`src/rtl/forwarding_hazard_unit_pkg.sv`:
```
// Shared pipeline definitions: operand-select and FSM encodings, the
// tracking-entry record, and the source-match rule used by the forwarding logic.
package forwarding_hazard_unit_pkg;

   // Entries store destinations zero-extended to this width so that the record
   // type stays independent of the AW chosen by each instance.
   localparam int RD_W_MAX = 8;

   typedef enum logic [1:0] {
      SEL_RF    = 2'b00,
      SEL_EXMEM = 2'b10,
      SEL_MEMWB = 2'b01,
      SEL_WBBYP = 2'b11
   } fwd_sel_e;

   typedef enum logic [1:0] {
      ST_RUN      = 2'b00,
      ST_LU_STALL = 2'b01,
      ST_MEM_HOLD = 2'b10
   } state_e;

   typedef struct packed {
      logic                valid;
      logic [RD_W_MAX-1:0] rd;
      logic                wr;
      logic                load;
   } entry_t;

   // r0 is hardwired, so it never produces a dependency.
   function automatic logic src_match(entry_t e, logic [RD_W_MAX-1:0] src, logic use_src);
      return e.valid && e.wr && use_src && (src != '0) && (e.rd == src);
   endfunction

endpackage

```
`src/rtl/forwarding_hazard_unit_if.sv`:
```
// ID-stage request, pipeline control and hazard/forwarding results between
// the pipeline (master) and the hazard unit (slave).
interface forwarding_hazard_unit_if #(
   parameter int AW    = 5,
   parameter int CNT_W = 16
);
   logic          id_valid;
   logic [AW-1:0] id_rs;
   logic [AW-1:0] id_rt;
   logic          id_use_rs;
   logic          id_use_rt;
   logic [AW-1:0] id_rd;
   logic          id_reg_write;
   logic          id_mem_read;
   logic          flush;
   logic          mem_wait;
   logic          cnt_clr;
   logic             stall_id;
   logic [1:0]       fwd_a;
   logic [1:0]       fwd_b;
   logic [1:0]       state;
   logic [CNT_W-1:0] stall_cnt;

   modport master (
      output id_valid, id_rs, id_rt, id_use_rs, id_use_rt, id_rd,
             id_reg_write, id_mem_read, flush, mem_wait, cnt_clr,
      input  stall_id, fwd_a, fwd_b, state, stall_cnt
   );

   modport slave (
      input  id_valid, id_rs, id_rt, id_use_rs, id_use_rt, id_rd,
             id_reg_write, id_mem_read, flush, mem_wait, cnt_clr,
      output stall_id, fwd_a, fwd_b, state, stall_cnt
   );
endinterface

```
`src/rtl/forwarding_hazard_unit_fwd_match.sv`:
```
// Compares one ID source against the EX/MEM/WB tracking entries and returns
// the operand select of the youngest matching producer.
module fwd_match
   import forwarding_hazard_unit_pkg::*;
#(
   parameter int RF_WRITE_THROUGH = 1
) (
   input  entry_t              ex_i,
   input  entry_t              mem_i,
   input  entry_t              wb_i,
   input  logic [RD_W_MAX-1:0] src_i,
   input  logic                use_i,
   output fwd_sel_e            sel_o
);

   always_comb begin
      sel_o = SEL_RF;
      if (src_match(ex_i, src_i, use_i)) begin
         sel_o = SEL_EXMEM;
      end else if (src_match(mem_i, src_i, use_i)) begin
         sel_o = SEL_MEMWB;
      end else if ((RF_WRITE_THROUGH == 0) && src_match(wb_i, src_i, use_i)) begin
         // Without write-through the regfile read misses the WB write, so the
         // value comes from the bypass latch instead.
         sel_o = SEL_WBBYP;
      end
   end

endmodule

```
`src/rtl/forwarding_hazard_unit.sv`:
```
// Load-use hazard detection and EX operand forwarding for a 5-stage pipeline,
// with a stall counter and a RUN/LU_STALL/MEM_HOLD status FSM.
module forwarding_hazard_unit
   import forwarding_hazard_unit_pkg::*;
#(
   parameter int AW               = 5,
   parameter int RF_WRITE_THROUGH = 1,
   parameter int CNT_W            = 16
) (
   input logic                     clk,
   input logic                     rst_n,
   forwarding_hazard_unit_if.slave bus
);

   entry_t             ex_q, mem_q, wb_q;
   entry_t             ex_d, mem_d, wb_d;
   fwd_sel_e           fwd_a_q, fwd_b_q, fwd_a_d, fwd_b_d;
   fwd_sel_e           sel_a, sel_b;
   state_e             state_q, state_d;
   logic [CNT_W-1:0]   cnt_q, cnt_d;

   logic [AW-1:0]       rs_a, rt_a, rd_a;
   logic [RD_W_MAX-1:0] rs_x, rt_x, rd_x;
   logic                stall;
   logic                bubble;

   assign rs_a = bus.id_rs;
   assign rt_a = bus.id_rt;
   assign rd_a = bus.id_rd;
   assign rs_x = RD_W_MAX'(rs_a);
   assign rt_x = RD_W_MAX'(rt_a);
   assign rd_x = RD_W_MAX'(rd_a);

   // A consumer directly behind a load cannot be forwarded in time.
   assign stall = bus.id_valid && !bus.flush && ex_q.load &&
                  (src_match(ex_q, rs_x, bus.id_use_rs) ||
                   src_match(ex_q, rt_x, bus.id_use_rt));
   assign bubble = bus.flush || stall;

   fwd_match #(.RF_WRITE_THROUGH(RF_WRITE_THROUGH)) u_match_rs (
      .ex_i  (ex_q),
      .mem_i (mem_q),
      .wb_i  (wb_q),
      .src_i (rs_x),
      .use_i (bus.id_use_rs),
      .sel_o (sel_a)
   );

   fwd_match #(.RF_WRITE_THROUGH(RF_WRITE_THROUGH)) u_match_rt (
      .ex_i  (ex_q),
      .mem_i (mem_q),
      .wb_i  (wb_q),
      .src_i (rt_x),
      .use_i (bus.id_use_rt),
      .sel_o (sel_b)
   );

   always_comb begin
      ex_d    = ex_q;
      mem_d   = mem_q;
      wb_d    = wb_q;
      fwd_a_d = fwd_a_q;
      fwd_b_d = fwd_b_q;
      cnt_d   = cnt_q;
      if (!bus.mem_wait) begin
         wb_d  = mem_q;
         mem_d = ex_q;
         if (bubble) begin
            ex_d    = '0;
            fwd_a_d = SEL_RF;
            fwd_b_d = SEL_RF;
         end else begin
            ex_d.valid = bus.id_valid;
            ex_d.rd    = rd_x;
            ex_d.wr    = bus.id_reg_write;
            ex_d.load  = bus.id_mem_read;
            fwd_a_d    = sel_a;
            fwd_b_d    = sel_b;
         end
         if (bus.cnt_clr) begin
            cnt_d = '0;
         end else if (stall && (cnt_q != {CNT_W{1'b1}})) begin
            cnt_d = cnt_q + CNT_W'(1);
         end
      end
   end

   always_comb begin
      state_d = ST_RUN;
      if (bus.mem_wait) begin
         state_d = ST_MEM_HOLD;
      end else if (stall) begin
         state_d = ST_LU_STALL;
      end
   end

   always_ff @(posedge clk or negedge rst_n) begin
      if (!rst_n) begin
         ex_q    <= '0;
         mem_q   <= '0;
         wb_q    <= '0;
         fwd_a_q <= SEL_RF;
         fwd_b_q <= SEL_RF;
         cnt_q   <= '0;
         state_q <= ST_RUN;
      end else begin
         ex_q    <= ex_d;
         mem_q   <= mem_d;
         wb_q    <= wb_d;
         fwd_a_q <= fwd_a_d;
         fwd_b_q <= fwd_b_d;
         cnt_q   <= cnt_d;
         state_q <= state_d;
      end
   end

   assign bus.stall_id  = stall;
   assign bus.fwd_a     = fwd_a_q;
   assign bus.fwd_b     = fwd_b_q;
   assign bus.state     = state_q;
   assign bus.stall_cnt = cnt_q;

endmodule

```
`src/flat_wrapper.sv`:
```
// flat-port wrapper written by rule: the top's interface ports become plain ports
module forwarding_hazard_unit_flat import forwarding_hazard_unit_pkg::*;
#(
   parameter int AW               = 5,
   parameter int RF_WRITE_THROUGH = 1,
   parameter int CNT_W            = 16
)
  (clk, rst_n, bus_id_valid, bus_id_rs, bus_id_rt, bus_id_use_rs, bus_id_use_rt, bus_id_rd, bus_id_reg_write, bus_id_mem_read, bus_flush, bus_mem_wait, bus_cnt_clr, bus_stall_id, bus_fwd_a, bus_fwd_b, bus_state, bus_stall_cnt);
  forwarding_hazard_unit_if #(.AW(AW), .CNT_W(CNT_W)) bus_i ();
  input logic clk;
  input logic rst_n;
  input wire logic [$bits(bus_i.id_valid)-1:0] bus_id_valid;
  input wire logic [$bits(bus_i.id_rs)-1:0] bus_id_rs;
  input wire logic [$bits(bus_i.id_rt)-1:0] bus_id_rt;
  input wire logic [$bits(bus_i.id_use_rs)-1:0] bus_id_use_rs;
  input wire logic [$bits(bus_i.id_use_rt)-1:0] bus_id_use_rt;
  input wire logic [$bits(bus_i.id_rd)-1:0] bus_id_rd;
  input wire logic [$bits(bus_i.id_reg_write)-1:0] bus_id_reg_write;
  input wire logic [$bits(bus_i.id_mem_read)-1:0] bus_id_mem_read;
  input wire logic [$bits(bus_i.flush)-1:0] bus_flush;
  input wire logic [$bits(bus_i.mem_wait)-1:0] bus_mem_wait;
  input wire logic [$bits(bus_i.cnt_clr)-1:0] bus_cnt_clr;
  output wire logic [$bits(bus_i.stall_id)-1:0] bus_stall_id;
  output wire logic [$bits(bus_i.fwd_a)-1:0] bus_fwd_a;
  output wire logic [$bits(bus_i.fwd_b)-1:0] bus_fwd_b;
  output wire logic [$bits(bus_i.state)-1:0] bus_state;
  output wire logic [$bits(bus_i.stall_cnt)-1:0] bus_stall_cnt;
  assign bus_i.id_valid = bus_id_valid;
  assign bus_i.id_rs = bus_id_rs;
  assign bus_i.id_rt = bus_id_rt;
  assign bus_i.id_use_rs = bus_id_use_rs;
  assign bus_i.id_use_rt = bus_id_use_rt;
  assign bus_i.id_rd = bus_id_rd;
  assign bus_i.id_reg_write = bus_id_reg_write;
  assign bus_i.id_mem_read = bus_id_mem_read;
  assign bus_i.flush = bus_flush;
  assign bus_i.mem_wait = bus_mem_wait;
  assign bus_i.cnt_clr = bus_cnt_clr;
  assign bus_stall_id = bus_i.stall_id;
  assign bus_fwd_a = bus_i.fwd_a;
  assign bus_fwd_b = bus_i.fwd_b;
  assign bus_state = bus_i.state;
  assign bus_stall_cnt = bus_i.stall_cnt;
  forwarding_hazard_unit #(.AW(AW), .RF_WRITE_THROUGH(RF_WRITE_THROUGH), .CNT_W(CNT_W)) u_core (.clk(clk), .rst_n(rst_n), .bus(bus_i));
endmodule
```
`config.mk`:
```
export PLATFORM = sky130hd
export DESIGN_NAME = forwarding_hazard_unit_flat
export DESIGN_NICKNAME = d
export VERILOG_FILES = /design/src/rtl/forwarding_hazard_unit_pkg.sv /design/src/rtl/forwarding_hazard_unit_if.sv /design/src/rtl/forwarding_hazard_unit_fwd_match.sv /design/src/rtl/forwarding_hazard_unit.sv /design/src/flat_wrapper.sv
export SDC_FILE = /design/constraint.sdc
export NUM_CORES = 1
export LEC_CHECK = 0
export CORE_AREA = 2 2 69 71
export CTS_BUF_LIST = sky130_fd_sc_hd__clkbuf_4 sky130_fd_sc_hd__clkbuf_8
export DETAILED_ROUTE_END_ITERATION = 10
export DIE_AREA = 0 0 71 73
export PLACE_DENSITY = 0.77
export SYNTH_ARGS = -nofsm -noshare
export SYNTH_HDL_FRONTEND = slang
export SYNTH_SLANG_ARGS = --single-unit
```
`constraint.sdc`:
```
create_clock -name clk -period 2.4 [get_ports clk]
set_clock_uncertainty 0.05 [all_clocks]
set_input_delay 0.36 -clock clk [delete_from_list [all_inputs] [get_ports clk]]
set_output_delay 0.36 -clock clk [all_outputs]
set_load 0.05 [all_outputs]
```
==> results.tsv <==
metric	value	unit
grt_pass1_vias	1816	
seq_area_frac_synth	46.2	%
final_cells	345	
fin_crit	2.51	ns
critPathKind	flop to primary output	
wirelength	5870	um
core	4540	um^2
dieArea	5180	um^2
numCtsBuffers	5	
worst_ep_required_time	1.99	ns
die_y	73	um
fin_setup_tns	-0.127	ns
drive_gt1_share	31.3	%
clk_pin_slew_worst_paths	0.07	ns
io_pins	48	
grt_overflow_total	0	
cp_common_cell	buf_6	
final_cell_mix	buf_4, clkdlybuf4s50_1, dfrtp_1, nand2_1	
synth-edff-count	0	
synthFlopType	dfrtp_1	
antenna_found_initial	0	
grt_first_pass_wirelength	8630	um
nets	317	
htreeDepth	2	
portBuffers	47	
start_kind	flop	
drt_iter0_drc	150	
nFillCells	324	
synth_area	2000	um^2
clk_path_buf_depth	2	
rsz0062_at_grt	yes	
power_switching	0.342	mW
cp_max_fo	4	
cts_hold_buf	0	
start_util	44.2	%
grt_use_total	21.3	%
max_cap_viol_count	0	
clockPowerShare	33.1	%
comb_power_share	17.1	%
p_int	1.02	mW
path_delay_family	simple AND/OR/NAND/NOR gates	
vias	1968	
synthArstFlopShare	100	%
clock_latency	0.29	ns
placed_cells	321	
cp.arrival	2.10	ns
final_common_cell	buf_4	
finalSetupViolCount	2	
whs	0.120	ns
path_buf_inv	3	
antenna_cells	0	
dp_hpwl	3770	um
synth_cells	195	
slew_viol_final	0	
endpoint_kind	primary output	
cts_root_buffer	clkbuf_8	
outcome	finished, violations left	
tightest_slew	0.823	ns
firstDrtPassIters	4	
slowest_delay	0.54	ns
fmax	399	MHz
crit_slowest_cell	or4_4	
power_density	438	nW/um^2
failed_checks	setup timing	
rows	25	
antenna_left	0	
drc	0	
finalWorstSetupSlack	-0.108	ns
slew_headroom	45.1	%
crit_chain	xnor2_2 -> nand2_1 -> or4_4 -> buf_6 -> a21oi_4 -> buf_6 -> buf_12	
ys_seq_elements	37	
hold_violations	0	
layout.area.seq	931	um^2
yosys.cell_types.count	47	
post-route-period-util	105	%
cts_tree	built	
final_util	68.5	%
p_leak	1.35	nW
p_seq_share	49.9	%
syn_area_per_cell	10.3	um^2
vias_per_cell	5.70	
p_sw_share	25.2	%
vdd_drop_max	0.342	mV
multi_input_area	1160	um^2
yosys_warnings	0	
synth_nets	221	
grt_max_degree	38	
wl_per_cell	17.0	um
hp-class	primary input to asynchronous set/reset pin	
place_ws	-0.407	ns
gp_congestion	0.909	
die_x	71	um
syn_to_final_growth	55.0	%
cts_sinks	37	
## final cells by class
type	count	area share, %
clock buffer	7	2.90
inverter	3	0.363
multi-input combinational	150	37.3
sequential	37	30.0
tap	54	2.18
timing repair buffer	94	27.3
## power by group through the flow
stage               Clock [mW]  Combinational, mW  Sequential (mW)
floorplan                    0             0.0873            0.682
global placement             0              0.197            0.685
detailed placement           0              0.199            0.687
CTS                      0.461              0.212            0.676
global route             0.486              0.249            0.681
finish                   0.449              0.232            0.678
## worst reg2reg max path: stages, from the launching register on
cell and delay [ns]:
dfrtp_2 0.48, xnor2_2 0.16, nand2_1 0.09, or4_4 0.54, buf_6 0.15, a2111oi_1 0.39
buf_4 0.18, mux2i_1 0.15, o21ai_0 0.08
## cell usage after synthesis, drive strengths merged (2+ instances only)
master,n,area [um^2]
xnor2,14,123
xor2,6,52.6
nand2,17,63.8
nor4b,2,17.5
clkbuf,4,15.0
a211o,3,36.3
nand3,8,40.0
a221o,3,30.0
nand4,4,25.0
o41ai,2,17.5
o311ai,2,17.5
nor4,5,31.3
or2,2,12.5
o21ai,9,48.8
a21oi,11,55.1
dfrtp,37,926
or4,4,37.5
o21a,2,15.0
inv,3,11.3
a31oi,2,12.5
mux2,8,90.1
nor2,11,41.3
nor3,3,20.0
and3,6,37.5
nor2b,2,12.5
a22o,11,96.3
## per-stage QoR
stage	power [mW]	instance area, um^2
global placement	0.882	2770
floorplan	0.770	2010
CTS	1.35	3000
global route	1.42	3110
detailed placement	0.886	2770
finish	1.36	3110
## timing repair
| action | CTS | global route |
|---|---|---|
| setup endpoints to repair | 23 | 12 |
| pin swaps | 5 | 16 |
| buffers inserted | 13 | 5 |
| resized for setup | 20 | 18 |
## registers in the layout, summed over array words and instances, names as in the netlist
register and flops:
u_core.bus.stall_cnt 16, u_core.ex_q 8, u_core.mem_q 7, u_core.bus.fwd_a 2, u_core.bus.fwd_b 2, u_core.bus.state 2
## worst paths after layout
check,startpoint,to,slack [ns],cells after the start
setup / recovery,u_core.ex_q[5]$_DFFE_PN0N_,bus_stall_id,-0.11,7
min in group clk,u_core.bus.fwd_a[0]$_DFFE_PN0N_,u_core.bus.fwd_a[0]$_DFFE_PN0N_,0.45,2
hold / removal,rst_n,u_core.bus.stall_cnt[11]$_DFFE_PN0P_,0.12,1
setup reg to reg,u_core.ex_q[5]$_DFFE_PN0N_,u_core.bus.stall_cnt[8]$_DFFE_PN0P_,0.02,8
max in group asynchronous,rst_n,u_core.ex_q[5]$_DFFE_PN0N_,1.61,1
hold reg to reg,u_core.bus.fwd_a[0]$_DFFE_PN0N_,u_core.bus.fwd_a[0]$_DFFE_PN0N_,0.45,2
## routing by layer
metal  vias to the layer above  global-route usage (%)  wire length, um
met4                         0                    6.29               85
li1                        929                       -                -
met1                       967                    28.2             2570
met3                        12                    3.87              267
met2                        60                    35.7             2950
met5                         -                       0                0
## logic make-up (layout without fill, tap and decap cells)
family / after synthesis / in the layout / share of synthesized area (%)
AND/OR/NAND/NOR: 67 / 67 / 17.9
AO/OA/AOI/OAI: 53 / 53 / 19.9
adder cells (fa/ha/maj): 1 / 1 / 0.625
multiplexers: 9 / 9 / 5.00
flip-flops: 37 / 37 / 46.2
buffers and inverters: 8 / 104 / 1.56
XOR/XNOR: 20 / 20 / 8.74
Power figures use the tool's default switching activity.
